**src/rtl/mouse_cell_editor.sv**
```systemverilog
// Mouse-driven Life grid editor: integrates PS/2 movement into a clamped pixel
// cursor and applies button presses as read-modify-write edits of grid rows.
//
// state   | meaning
// --------+------------------------------------------------------
// S_IDLE  | waiting for a button press edge on a mouse packet
// S_READ  | row read request issued for the latched row
// S_WAIT  | row word returns; modified word is captured
// S_WRITE | modified row word written back
// S_DONE  | edit_done pulse, last busy cycle
module mouse_cell_editor #(
   parameter int COLS       = 40,
   parameter int ROWS       = 32,
   parameter int CELL_SHIFT = 2,
   parameter int SCREEN_W   = 160,
   parameter int SCREEN_H   = 120
) (
   input  logic                     clk,
   input  logic                     reset,
   input  logic                     mouse_valid,
   input  logic [8:0]               dx,
   input  logic [8:0]               dy,
   input  logic                     btn_left,
   input  logic                     btn_right,
   output logic [9:0]               x_mouse,
   output logic [9:0]               y_mouse,
   output logic                     row_rd_en,
   output logic [$clog2(ROWS)-1:0]  row_addr,
   input  logic [COLS-1:0]          row_rd_data,
   output logic                     row_wr_en,
   output logic [COLS-1:0]          row_wr_data,
   output logic                     busy,
   output logic                     edit_done
);

   localparam int AW = $clog2(ROWS);
   localparam int CW = $clog2(COLS);
   localparam logic [COLS-1:0] COL0_MASK = {1'b1, {(COLS-1){1'b0}}};

   typedef enum logic [2:0] {
      S_IDLE,
      S_READ,
      S_WAIT,
      S_WRITE,
      S_DONE
   } state_t;

   state_t            state_q, state_d;
   logic [9:0]        x_q, x_d;
   logic [9:0]        y_q, y_d;
   logic              prev_l_q, prev_l_d;
   logic              prev_r_q, prev_r_d;
   logic [CW-1:0]     col_q, col_d;
   logic [AW-1:0]     addr_q, addr_d;
   logic              clr_q, clr_d;
   logic [COLS-1:0]   wr_data_q, wr_data_d;

   logic [10:0]       nx, ny;
   logic [9:0]        nx_c, ny_c;
   logic              press_l, press_r;
   logic [COLS-1:0]   col_mask;

   always_comb begin
      // movement fits comfortably in 11 bits, so bit 10 is the sign
      nx = {1'b0, x_q} + {{2{dx[8]}}, dx};
      ny = {1'b0, y_q} - {{2{dy[8]}}, dy};

      if (nx[10])                          nx_c = '0;
      else if (nx > 11'(SCREEN_W - 1))     nx_c = 10'(SCREEN_W - 1);
      else                                 nx_c = nx[9:0];

      if (ny[10])                          ny_c = '0;
      else if (ny > 11'(SCREEN_H - 1))     ny_c = 10'(SCREEN_H - 1);
      else                                 ny_c = ny[9:0];

      press_l  = btn_left  & ~prev_l_q;
      press_r  = btn_right & ~prev_r_q;
      col_mask = COL0_MASK >> col_q;
   end

   always_comb begin
      state_d   = state_q;
      x_d       = x_q;
      y_d       = y_q;
      prev_l_d  = prev_l_q;
      prev_r_d  = prev_r_q;
      col_d     = col_q;
      addr_d    = addr_q;
      clr_d     = clr_q;
      wr_data_d = wr_data_q;

      if (mouse_valid) begin
         x_d      = nx_c;
         y_d      = ny_c;
         prev_l_d = btn_left;
         prev_r_d = btn_right;
      end

      case (state_q)
         S_IDLE: begin
            if (mouse_valid && (press_l || press_r)) begin
               state_d = S_READ;
               col_d   = nx_c[CELL_SHIFT +: CW];
               addr_d  = ny_c[CELL_SHIFT +: AW];
               clr_d   = press_r;
            end
         end
         S_READ:  state_d = S_WAIT;
         S_WAIT: begin
            state_d   = S_WRITE;
            wr_data_d = clr_q ? (row_rd_data & ~col_mask) : (row_rd_data ^ col_mask);
         end
         S_WRITE: state_d = S_DONE;
         S_DONE:  state_d = S_IDLE;
         default: state_d = S_IDLE;
      endcase
   end

   always_ff @(posedge clk) begin
      if (reset) begin
         state_q   <= S_IDLE;
         x_q       <= 10'(SCREEN_W / 2);
         y_q       <= 10'(SCREEN_H / 2);
         prev_l_q  <= 1'b0;
         prev_r_q  <= 1'b0;
         col_q     <= '0;
         addr_q    <= '0;
         clr_q     <= 1'b0;
         wr_data_q <= '0;
      end else begin
         state_q   <= state_d;
         x_q       <= x_d;
         y_q       <= y_d;
         prev_l_q  <= prev_l_d;
         prev_r_q  <= prev_r_d;
         col_q     <= col_d;
         addr_q    <= addr_d;
         clr_q     <= clr_d;
         wr_data_q <= wr_data_d;
      end
   end

   assign x_mouse     = x_q;
   assign y_mouse     = y_q;
   assign row_addr    = addr_q;
   assign row_wr_data = wr_data_q;
   assign row_rd_en   = (state_q == S_READ);
   assign row_wr_en   = (state_q == S_WRITE);
   assign edit_done   = (state_q == S_DONE);
   assign busy        = (state_q != S_IDLE);

endmodule

```
**config.mk**
```make
export PLATFORM = sky130hd
export DESIGN_NAME = mouse_cell_editor
export DESIGN_NICKNAME = d
export VERILOG_FILES = /design/src/rtl/mouse_cell_editor.sv
export SDC_FILE = /design/constraint.sdc
export NUM_CORES = 1
export LEC_CHECK = 0
export ABC_AREA = 1
export CORE_MARGIN = 5
export CORE_UTILIZATION = 50
export DETAILED_ROUTE_END_ITERATION = 6
export PLACE_DENSITY = 0.94
export SETUP_SLACK_MARGIN = 0.3
export SKIP_LAST_GASP = 1
export SYNTH_ARGS = -nofsm -noshare
export SYNTH_HDL_FRONTEND = slang
export SYNTH_SLANG_ARGS = --single-unit
```
**constraint.sdc**
```tcl
create_clock -name clk -period 3.3 [get_ports clk]
set_clock_uncertainty 0.1 [all_clocks]
set_input_delay 0.495 -clock clk [delete_from_list [all_inputs] [get_ports clk]]
set_output_delay 0.495 -clock clk [all_outputs]
set_load 0.1 [all_outputs]
```
==> summary.txt, run 1 <==
Status
  – Outcome: finished, final reports clean

Timing
  – Total Negative Setup Slacks: 0 ns
  – Highest Clock Rate: roughly 400 MHz
  – RSZ-0062 raised after global routing: no
  – Tmin final: about 2.5 ns
  – Worst slew margin relative to its limit: ~33%
  – Final setup violation count: 0
  – Endpoints failing hold: 0
  – Final period utilization: 75.5%
  – Final Max Slew Viols: 0
  – Slew @ Worst Pin: between 1 and 1.5 ns

Clocking
  – Num Clock Sinks: slightly below 80
  – Clock-pin slew of the registers on the worst-case setup and hold paths: ~0.08 ns
  – Post-CTS setup repair buffer count: 0
  – Number of CTS-inserted buffers: 9
  – Post-cts resize count: 0
  – Root cell of the clock tree: clkbuf_8
  – H-tree levels: 3
  – Clock latency reported for the late side of the worst-skew pair: roughly 0.34 ns
  – Hold bufs inserted after CTS: 0
  – Clock tree from TritonCTS: done
  – Maximum clock path buffer count: 2

Routing
  – Post-detailed-route wirelength per cell: roughly 14 um
  – Antenna Nets Post-Route: 0
  – Count of routing violations after the opening detailed-route iteration: around 430
  – Wire length reported by the detailed router: ~14,000 um
  – DR pass1 iterations: 5
  – Routed via count: ~5,300
  – Final routed DRC violation total: 0
  – Drt via density: between 5 and 6

Setup path
  – Worst reg2reg endpoint: x_mouse[1]
  – Kind of critical path: input port to register
  – Minimum setup slack among reg-to-reg paths: ~1.0 ns
  – Cell repeated most along the worst path: nand2_1
  – Worst-path maximum fanout: 7
  – Slowest library cell on the worst path: clkdlybuf4s50_1
  – Critical path endpoint category: register
  – Critical Path, Cell by Cell: clkdlybuf4s50_1 > ha_1 > inv_1 > fa_1 > inv_1 > nand2_1 > nand2_1 > and2_4 > nand2_1 > nand3_1 > nand2_2 > nor2_8 > nand3_2 > o21ai_1 > o21ai_1
  – Critical path data arrival time: about 2.6 ns
  – Logic depth of the worst register-to-register path: 14
  – Biggest cell delay along the critical path: approximately 0.46 ns
  – RR Startpoint: x_mouse[0]
  – Required time of the worst setup path: 3.43 ns
  – Startpoint class of the critical path: input port

Cells and area
  – Share of post-route cells with drive strength above 1: 12.9%
  – Nets: 993
  – Area delta synth->final: 29.4%
  – Ant. Diodes: 0

Run
  – Max capacitance violation total: 0

Synth
  – Share of synthesized area spent on multiplexers: 0%
  – Number of storage elements in the synthesis netlist: 77
  – Combinational family with the most area after synthesis: simple AND/OR/NAND/NOR gates
  – Adder-cell share of the synthesized area: 15.5%
  – Synth unique cells: 36
  – Share of async-settable or async-resettable flops after synthesis: 0%
  – Synth Instances: around 750
  – Average footprint of a synthesized cell: ~6.8 sq um
  – Library cell with the highest instance count after synthesis: nand2_1
  – Largest area contributor in the synthesized netlist: dfxtp_1
  – Synth Area in Simple Gates: between 20% and 30%
  – Area share of the largest cell type after synthesis: between 30% and 40%
  – Fraction of the yosys area taken by sequential cells: a little under a third
  – Complex-gate fraction of the synthesized area: 17.5%
  – Most common library cells after synthesis: nand2_1, a21oi_1, nor2_1
  – Syn nets: 874
  – Fraction of synthesized cell area in xor and xnor cells: less than 1%
  – YS warnings: 0
  – Number of flops mapped to enable cells by yosys: 0
  – Most used flip-flop cell after synthesis: dfxtp_1
  – Mapped cell area: 5100 sq um
  – Dominant cells by area after synthesis: dfxtp_1, ha_1, nand2_1

Power
  – Highest ir drop seen on vdd: around 0.33 mV
  – Final Total Pwr: ~3.2 mW
  – Cell area power density: a little under 500 nW/um^2
  – Leakage power: between 3 and 4 nW

Global route
  – Pin count of the biggest net entering global routing: 71
  – Number of antenna violations at the first check in global routing: 0
  – Number of global-route vias before repair: 4,982
  – Met3 Use GR: between 4 and 5%
  – Layer with the highest usage: met2
  – Global-route wire length before repair: around 23,000 um
  – Met2 Use GR: between 30% and 40%
  – Total global routing overflow: 0
  – Overall Global Routing Usage: between 20% and 30%
  – GR Util met1: 28.7%

Placement
  – Port bufs: roughly 130
  – GPL Wtd Cong: just over 0.9
  – HPWL after detailed placement: 10,800 um

Hold path
  – End point of the most critical hold path: prev_r_q
  – Cell count of the worst hold path: 2
  – Launch instance of the worst min-delay path: prev_r_q
  – Worst min-delay path category: register to register

Die
  – Initial standard-cell utilization of the core: between 50 and 60%
  – Number of primary I/O pins: between 100 and 150
  – Area of the die: about 12,000 sq um
  – Site Rows: 36
  – Die height: ~110 um
  – Core outline area: about 9900 sq um
  – Horiz. Die Dim: around 110 um
[power by group]
group	switching [mW]	internal, mW
Clock	0.360	0.425
Sequential	0.0691	1.01
Combinational	0.991	0.373
[registers in the layout, summed over array words and instances, names as in the netlist]
name / flops
prev_r_q: 1
col_q: 6
x_mouse: 10
clr_q: 1
row_wr_data: 40
row_addr: 5
prev_l_q: 1
state_q: 3
y_mouse: 10
[how the worst max path moves through the flow]
| stage | startpoint | end | slack [ns] | cells past startpoint |
|---|---|---|---|---|
| 6_report | dx[0] | x_mouse[1] | 0.81 | 15 |
| 4_1_cts | dx[0] | x_mouse[1] | 0.83 | 15 |
| 3_3_place_gp | dx[0] | x_mouse[1] | 0.51 | 15 |
| 2_1_floorplan | state_q[2] | edit_done | 0.33 | 2 |
| 3_5_place_dp | dx[0] | x_mouse[1] | 0.46 | 15 |
| 5_1_grt | dx[0] | x_mouse[1] | 0.66 | 15 |
[per-layer routing]
metal	routed length (um)	vias to the layer above
met5	0	-
met4	277	0
met3	779	20
met2	6500	161
met1	6370	2352
li1	-	2724
[through the flow]
| stage | setup WS, ns | std cells | utilization (%) | area [sq um] | hold slack (ns) |
|---|---|---|---|---|---|
| after CTS | 0.826 | 1006 | 67.0 | 6610 | 0.368 |
| after global routing | 0.662 | 1006 | 67.0 | 6610 | 0.399 |
| after detailed placement | 0.462 | 990 | 64.8 | 6390 | 0.347 |
| after global placement | 0.509 | 990 | 64.8 | 6390 | 0.341 |
| after floorplan | 0.326 | 749 | - | 5100 | 0.329 |
| final | 0.807 | 1006 | 67.0 | 6610 | 0.366 |
[layout by cell type (no fill, tap or decap), drive strengths merged, types with 3 or more instances in the layout]
master,instances
dfxtp,77
clkinvlp,3
ha,60
a21oi,107
nor2,92
xor2,3
nor3,4
clkdlybuf4s50,77
buf,62
o21ai,62
nand3b,4
nand2,175
inv,76
nor4,4
nand3,27
clkbuf,10
nand4,17
[worst max-delay path: cells and delay by family]
kind            cells  cell delay [ns]
simple gates        8             0.75
buf+inv             3             0.61
fa+ha+maj           2             0.57
compound gates      2             0.19
[area by class of cell]
class | count | area (sq um)
Inverter | 77 | 289
Fill cell | 818 | 3260
Multi-Input combinational cell | 564 | 3160
Clock buffer | 10 | 128
Sequential cell | 77 | 1540
Timing Repair Buffer | 139 | 1240
Tap cell | 133 | 166
Clock inverter | 6 | 87.6
[cells by family (layout without fill, tap and decap cells)]
group	Yosys count	after routing
AND/OR/NAND/NOR	324	324
AO/OA/AOI/OAI	174	174
buffers and inverters	108	232
flip-flops	77	77
adder cells (fa/ha/maj)	62	62
XOR/XNOR	4	4
Power figures use the tool's default switching activity.
==> run 2, diff against run 1 <==
==> constraint.sdc (replaced) <==
create_clock -name clk -period 2.3 [get_ports clk]
set_clock_uncertainty 0.1 [all_clocks]
set_input_delay 0.345 -clock clk [delete_from_list [all_inputs] [get_ports clk]]
set_output_delay 0.345 -clock clk [all_outputs]
set_load 0.1 [all_outputs]
==> run 2 against run 1 <==
Against the previous run:
- wire length rose by 24%
- sequential power rose by 45%
- hold slack improved by 0.017 ns
- clock-buffer cell count did not move
- sequential share of layout area fell by 2.0 points
- largest cell class unchanged
- register-to-register slack got worse by 0.81 ns
- critical path depth fell by 4
==> summary.txt, run 2 (synthesis gave the netlist of run 1 again) <==
Cells and area
  – Nets: 1,048 (was 993)
  – Top library cells by usage in the layout, fill and taps aside: nand2_1, buf_4, a21oi_1 (was nand2_1, a21oi_1, nor2_1)
  – Ant. Diodes: 0 (unchanged)
  – Largest register FFs: 40 (unchanged)
  – Area delta synth->final: 47.6% (was 29.4%)
  – Most frequent standard cell in the layout excluding fill and tap cells: nand2_1 (unchanged)
  – Share of post-route cells with drive strength above 1: 31.4% (was 12.9%)
  – Final instance area: 7530 sq um (was 6610 sq um)

Routing
  – Met2 wire length: 8650 um (was 6500 um)
  – Count of routing violations after the opening detailed-route iteration: 495 (was 427)
  – Wire length reported by the detailed router: 17,300 um (was 13,900 um)
  – Highest signal layer in the routed design: met4 (unchanged)
  – WL met1: 6640 um (was 6370 um)
  – Final routed DRC violation total: 0 (unchanged)
  – Antenna Nets Post-Route: 0 (unchanged)
  – Drt via density: 5.65 (was 5.23)
  – WL met3: 1180 um (was 779 um)
  – DR pass1 iterations: 5 (unchanged)
  – Post-detailed-route wirelength per cell: 16.3 um (was 13.8 um)
  – Routed via count: 5,996 (was 5,257)

Die
  – Horiz. Die Dim: 111 um (unchanged)
  – Area of the die: 12,300 sq um (unchanged)
  – Number of primary I/O pins: 132 (unchanged)
  – Initial standard-cell utilization of the core: 51.8% (unchanged)
  – Site Rows: 36 (unchanged)
  – Core outline area: 9860 sq um (unchanged)
  – Die height: 111 um (unchanged)

Power
  – Final Total Pwr: 4.89 mW (was 3.23 mW)
  – Part of the power in registers: 32.0% (was 33.5%)
  – Highest ir drop seen on vdd: 0.508 mV (was 0.333 mV)
  – Net switching power: 2.25 mW (was 1.42 mW)
  – Leakage power: 3.48 nW (was 3.06 nW)
  – Pint: 2.64 mW (was 1.81 mW)
  – Clk pwr share: 21.4% (was 24.3%)
  – Switching power as a share of total power: 46.0% (was 43.9%)
  – Cell area power density: 649 nW/um^2 (was 489 nW/um^2)
  – Share of power burned in combinational logic: 46.6% (was 42.2%)

Setup path
  – Critical path data arrival time: 2.32 ns (was 2.63 ns)
  – Worst-path maximum fanout: 7 (unchanged)
  – Kind of critical path: input port to register (unchanged)
  – Critical Path, Cell by Cell: clkdlybuf4s50_1 > ha_4 > a21oi_2 > nor2_1 > nor2_1 > nand2_1 > nand2_1 > nand2_1 > nand2_4 > nand4_1 > o21ai_1 (was clkdlybuf4s50_1 > ha_1 > inv_1 > fa_1 > inv_1 > nand2_1 > nand2_1 > and2_4 > nand2_1 > nand3_1 > nand2_2 > nor2_8 > nand3_2 > o21ai_1 > o21ai_1)
  – Critical path endpoint category: register (unchanged)
  – Startpoint class of the critical path: input port (unchanged)
  – Cell repeated most along the worst path: nand2_1 (unchanged)
  – Required time of the worst setup path: 2.47 ns (was 3.43 ns)
  – Biggest cell delay along the critical path: 0.51 ns (was 0.46 ns)
  – Slowest library cell on the worst path: clkdlybuf4s50_1 (unchanged)

Timing
  – Total Negative Setup Slacks: 0 ns (unchanged)
  – RSZ-0062 raised after global routing: yes (was no)
  – Final setup violation count: 0 (unchanged)
  – Slew @ Worst Pin: 0.508 ns (was 1.01 ns)
  – Worst slew margin relative to its limit: 66.0% (was 32.7%)
  – Tmin final: around 2.2 ns
  – Final period utilization: around 94%
  – Endpoints failing hold: 0 (unchanged)
  – Hold_ws: 0.383 ns (was 0.366 ns)
  – Highest Clock Rate: around 460 MHz
  – Final Max Slew Viols: 0 (unchanged)

Placement
  – GPL Wtd Cong: 0.897 (was 0.908)
  – Port bufs: 131 (unchanged)
  – HPWL after detailed placement: 11,500 um (was 10,800 um)
  – Area after detailed placement: 6820 sq um (was 6390 sq um)

Clocking
  – Clock-pin slew of the registers on the worst-case setup and hold paths: 0.08 ns (about the same)
  – Hold bufs inserted after CTS: 0 (unchanged)
  – Number of CTS-inserted buffers: 9 (unchanged)
  – Clock latency reported for the late side of the worst-skew pair: 0.36 ns (was 0.34 ns)
  – Maximum clock path buffer count: 2 (unchanged)
  – Root cell of the clock tree: clkbuf_8 (unchanged)
  – Num Clock Sinks: 77 (unchanged)
  – H-tree levels: 3 (unchanged)
  – Clock tree from TritonCTS: done (unchanged)

Global route
  – Pin count of the biggest net entering global routing: 52 (was 71)
  – Number of global-route vias before repair: 5,476 (was 4,982)
  – Number of antenna violations at the first check in global routing: 0 (unchanged)
  – Overall Global Routing Usage: 24.6% (was 21.9%)
  – Global-route wire length before repair: 25,500 um (was 23,100 um)
  – Total global routing overflow: 0 (unchanged)

Status
  – Outcome: finished, final reports clean (unchanged)

Hold path
  – Worst min-delay path category: register to register (unchanged)

Run
  – Max capacitance violation total: 0 (unchanged)
==> run 2: per-stage QoR <==
stage | setup slack (ns) | cells | utilization, %
3_3_place_gp | -0.234 | 1035 | 69.1
2_1_floorplan | 0.135 | 749 | -
4_1_cts | 0.188 | 1055 | 73.7
5_1_grt | 0.0961 | 1061 | 76.4
6_report | 0.148 | 1061 | 76.4
3_5_place_dp | -0.233 | 1035 | 69.1
==> run 2: per-layer routing <==
| layer | track usage, % | vias up |
|---|---|---|
| met4 | 9.98 | 0 |
| li1 | - | 2831 |
| met2 | 43.9 | 328 |
| met1 | 28.6 | 2752 |
| met5 | 0 | - |
| met3 | 5.46 | 85 |
==> run 2: cell type report <==
cell class,count,area (sq um)
clock buffer,10,149
clock inverter,6,48.8
fill,597,2330
inverter,77,292
multi-input combinational,564,3620
sequential,77,1610
tap,133,166
timing repair buffer,194,1640
==> run 2: what timing repair did <==
item                                    4_1_cts  5_1_grt
endpoints found under the setup margin       29       38
buffers inserted                              4        6
pin swaps                                    33       25
gates resized for setup                      50       53
==> run 2: path summary, 6_finish.rpt <==
kind                                 start          to  slack (ns)  cells past startpoint
worst min register to register  y_mouse[9]  y_mouse[9]        0.38                      2
worst min-delay path            y_mouse[9]  y_mouse[9]        0.38                      2
worst max-delay path                 dx[4]  x_mouse[6]        0.15                     11
worst max register to register  x_mouse[0]  x_mouse[6]        0.22                     13
==> run 2: power by group through the flow <==
| stage | Sequential, mW | Combinational [mW] | Clock (mW) |
|---|---|---|---|
| 2_1_floorplan | 2.24 | 0.803 | 0 |
| 3_5_place_dp | 1.57 | 2.08 | 0 |
| 4_1_cts | 1.55 | 2.16 | 1.06 |
| 6_report | 1.57 | 2.28 | 1.05 |
| 5_1_grt | 1.58 | 2.42 | 1.11 |
| 3_3_place_gp | 1.57 | 2.04 | 0 |
==> run 2: worst max-delay path: cells and delay by family <==
family	cells	cell delay, ns
buf+inv	1	0.51
compound gates	2	0.37
simple gates	7	0.85
fa+ha+maj	1	0.24
==> run 3, diff against run 2 <==
--- a/config.mk
+++ b/config.mk
@@ -8,6 +8,7 @@
 export ABC_AREA = 1
 export CORE_MARGIN = 5
 export CORE_UTILIZATION = 50
+export CTS_BUF_LIST = sky130_fd_sc_hd__clkbuf_8
 export DETAILED_ROUTE_END_ITERATION = 6
 export PLACE_DENSITY = 0.94
 export SETUP_SLACK_MARGIN = 0.3
==> run 3 against run 2 <==
Against the previous run:
- wire length is essentially flat
- clock power grew 4%
- cell count is the same
==> summary.txt, run 3 (synthesis gave the netlist of run 1 again) <==
Routing
  – Final routed DRC violation total: 0 (unchanged)
  – Routed via count: 5,972 (was 5,996)
  – DR pass1 iterations: 6 (was 5)
  – Post-detailed-route wirelength per cell: 16.3 um (about the same)
  – Wire length reported by the detailed router: 17,300 um (about the same)
  – Drt via density: 5.63 (was 5.65)
  – Count of routing violations after the opening detailed-route iteration: 512 (was 495)
  – Antenna Nets Post-Route: 0 (unchanged)

Timing
  – Slew @ Worst Pin: 0.525 ns (was 0.508 ns)
  – Tmin final: 2.13 ns (was 2.15 ns)
  – Highest Clock Rate: 470 MHz (was 465 MHz)
  – Endpoints failing hold: 0 (unchanged)
  – Final period utilization: 92.6% (was 93.6%)
  – RSZ-0062 raised after global routing: yes (unchanged)
  – Total Negative Setup Slacks: 0 ns (unchanged)
  – Final setup violation count: 0 (unchanged)
  – Final Max Slew Viols: 0 (unchanged)
  – Worst slew margin relative to its limit: 64.8% (was 66.0%)

Placement
  – HPWL after detailed placement: 11,500 um (unchanged)
  – Post-placement cell count: 1,035 (unchanged)
  – Area after detailed placement: 6820 sq um (unchanged)
  – Port bufs: 131 (unchanged)
  – GPL Wtd Cong: 0.897 (unchanged)

Power
  – Cell area power density: 654 nW/um^2 (was 649 nW/um^2)
  – Final Total Pwr: 4.94 mW (was 4.89 mW)
  – Leakage power: 3.51 nW (was 3.48 nW)
  – Highest ir drop seen on vdd: 0.507 mV (was 0.508 mV)

Global route
  – Total global routing overflow: 0 (unchanged)
  – Number of antenna violations at the first check in global routing: 0 (unchanged)
  – Number of global-route vias before repair: 5,489 (was 5,476)
  – Overall Global Routing Usage: 24.7% (was 24.6%)
  – Global-route wire length before repair: 25,600 um (was 25,500 um)
  – Pin count of the biggest net entering global routing: 52 (unchanged)

Clocking
  – Clock latency reported for the late side of the worst-skew pair: 0.36 ns (about the same)
  – Clock tree from TritonCTS: done (unchanged)
  – Maximum clock path buffer count: 2 (unchanged)
  – Number of CTS-inserted buffers: 9 (unchanged)
  – Hold bufs inserted after CTS: 0 (unchanged)
  – Root cell of the clock tree: clkbuf_8 (unchanged)
  – H-tree levels: 3 (unchanged)
  – Num Clock Sinks: 77 (unchanged)
  – Clock-pin slew of the registers on the worst-case setup and hold paths: 0.08 ns (about the same)

Die
  – Die height: 111 um (unchanged)
  – Core outline area: 9860 sq um (unchanged)
  – Horiz. Die Dim: 111 um (unchanged)
  – Initial standard-cell utilization of the core: 51.8% (unchanged)
  – Area of the die: 12,300 sq um (unchanged)
  – Number of primary I/O pins: 132 (unchanged)
  – Site Rows: 36 (unchanged)

Cells and area
  – Largest register FFs: 40 (unchanged)
  – Share of post-route cells with drive strength above 1: 31.4% (unchanged)
  – Top library cells by usage in the layout, fill and taps aside: nand2_1, buf_4, a21oi_1 (unchanged)
  – Ant. Diodes: 0 (unchanged)
  – Final instance area: 7550 sq um (was 7530 sq um)
  – Nets: 1,048 (unchanged)
  – Number of standard cells in the final layout excluding fillers: 1,061 (unchanged)
  – Area delta synth->final: 48.0% (was 47.6%)
  – Most frequent standard cell in the layout excluding fill and tap cells: nand2_1 (unchanged)

Setup path
  – Worst-path maximum fanout: 7 (unchanged)
  – Startpoint class of the critical path: register (was input port)
  – Critical path endpoint category: register (unchanged)
  – Required time of the worst setup path: 2.47 ns (about the same)
  – Critical path data arrival time: 2.30 ns (was 2.32 ns)
  – Kind of critical path: register to register (was input port to register)

Hold path
  – Worst min-delay path category: register to register (unchanged)

Status
  – Outcome: finished, final reports clean (unchanged)

Run
  – Max capacitance violation total: 0 (unchanged)
## run 3: cell count changes in the layout (fill, tap and decap cells not counted), sizes merged
cell	change
bufinv	+1
clkdlybuf4s50	-2
dlymetal6s2s	+2
clkbuf	-1
## run 3: final timing paths
path | startpoint | to | slack [ns] | depth (start not counted)
hold / removal | prev_r_q | prev_r_q | 0.38 | 2
setup reg to reg | x_mouse[0] | x_mouse[6] | 0.17 | 13
setup / recovery | x_mouse[0] | x_mouse[6] | 0.17 | 13
hold reg to reg | prev_r_q | prev_r_q | 0.38 | 2
## run 3: worst max-delay path: stages, from the launching register on
cell and delay [ns]:
dfxtp_4 0.37, ha_4 0.13, inv_2 0.03, fa_2 0.33, inv_2 0.08, nand2_2 0.05
nand2_2 0.08, and2_4 0.16, nand2_4 0.06, nand3_4 0.07, nand2_4 0.07, nor2_8 0.14
nand4_1 0.19, o21ai_1 0.19
## run 3: layout make-up
cell class	count	area, sq um
clock buffers	9	124
multi-input cells	564	3630
repair buffers	194	1650
flip-flops and latches	77	1610
inverters	77	292
clock inverters	7	78.8
fillers	595	2310
well taps	133	166
## run 3: where the power goes
part	leakage, nW	total, mW	internal (mW)	switching (mW)
Sequential	0.642	1.57	1.45	0.115
Clock	0.107	1.09	0.520	0.572
Combinational	2.76	2.28	0.714	1.57
Total	3.51	4.94	2.68	2.25
## run 3: through the flow
stage	setup slack [ns]	hold slack [ns]	util, %
2_1_floorplan	0.135	0.329	-
3_3_place_gp	-0.234	0.342	69.1
3_5_place_dp	-0.233	0.349	69.1
4_1_cts	0.191	0.364	73.8
5_1_grt	0.0930	0.390	76.6
6_report	0.170	0.381	76.6
## run 3: what timing repair did
| item | 4_1_cts | 5_1_grt |
|---|---|---|
| pin swaps | 35 | 27 |
| cloned | 0 | 0 |
| gates resized for setup | 50 | 57 |
| setup buffers | 5 | 5 |
| hold endpoints to repair | 0 | 0 |
| setup endpoints to repair | 29 | 39 |
## run 3: metal layers
layer / global-route usage, % / vias to the layer above / share of wire, %
met4: 9.98 / 0 / 4.8
met1: 28.8 / 2730 / 39
met2: 43.8 / 321 / 49
met5: 0 / - / 0
met3: 5.40 / 89 / 6.9
li1: - / 2832 / -
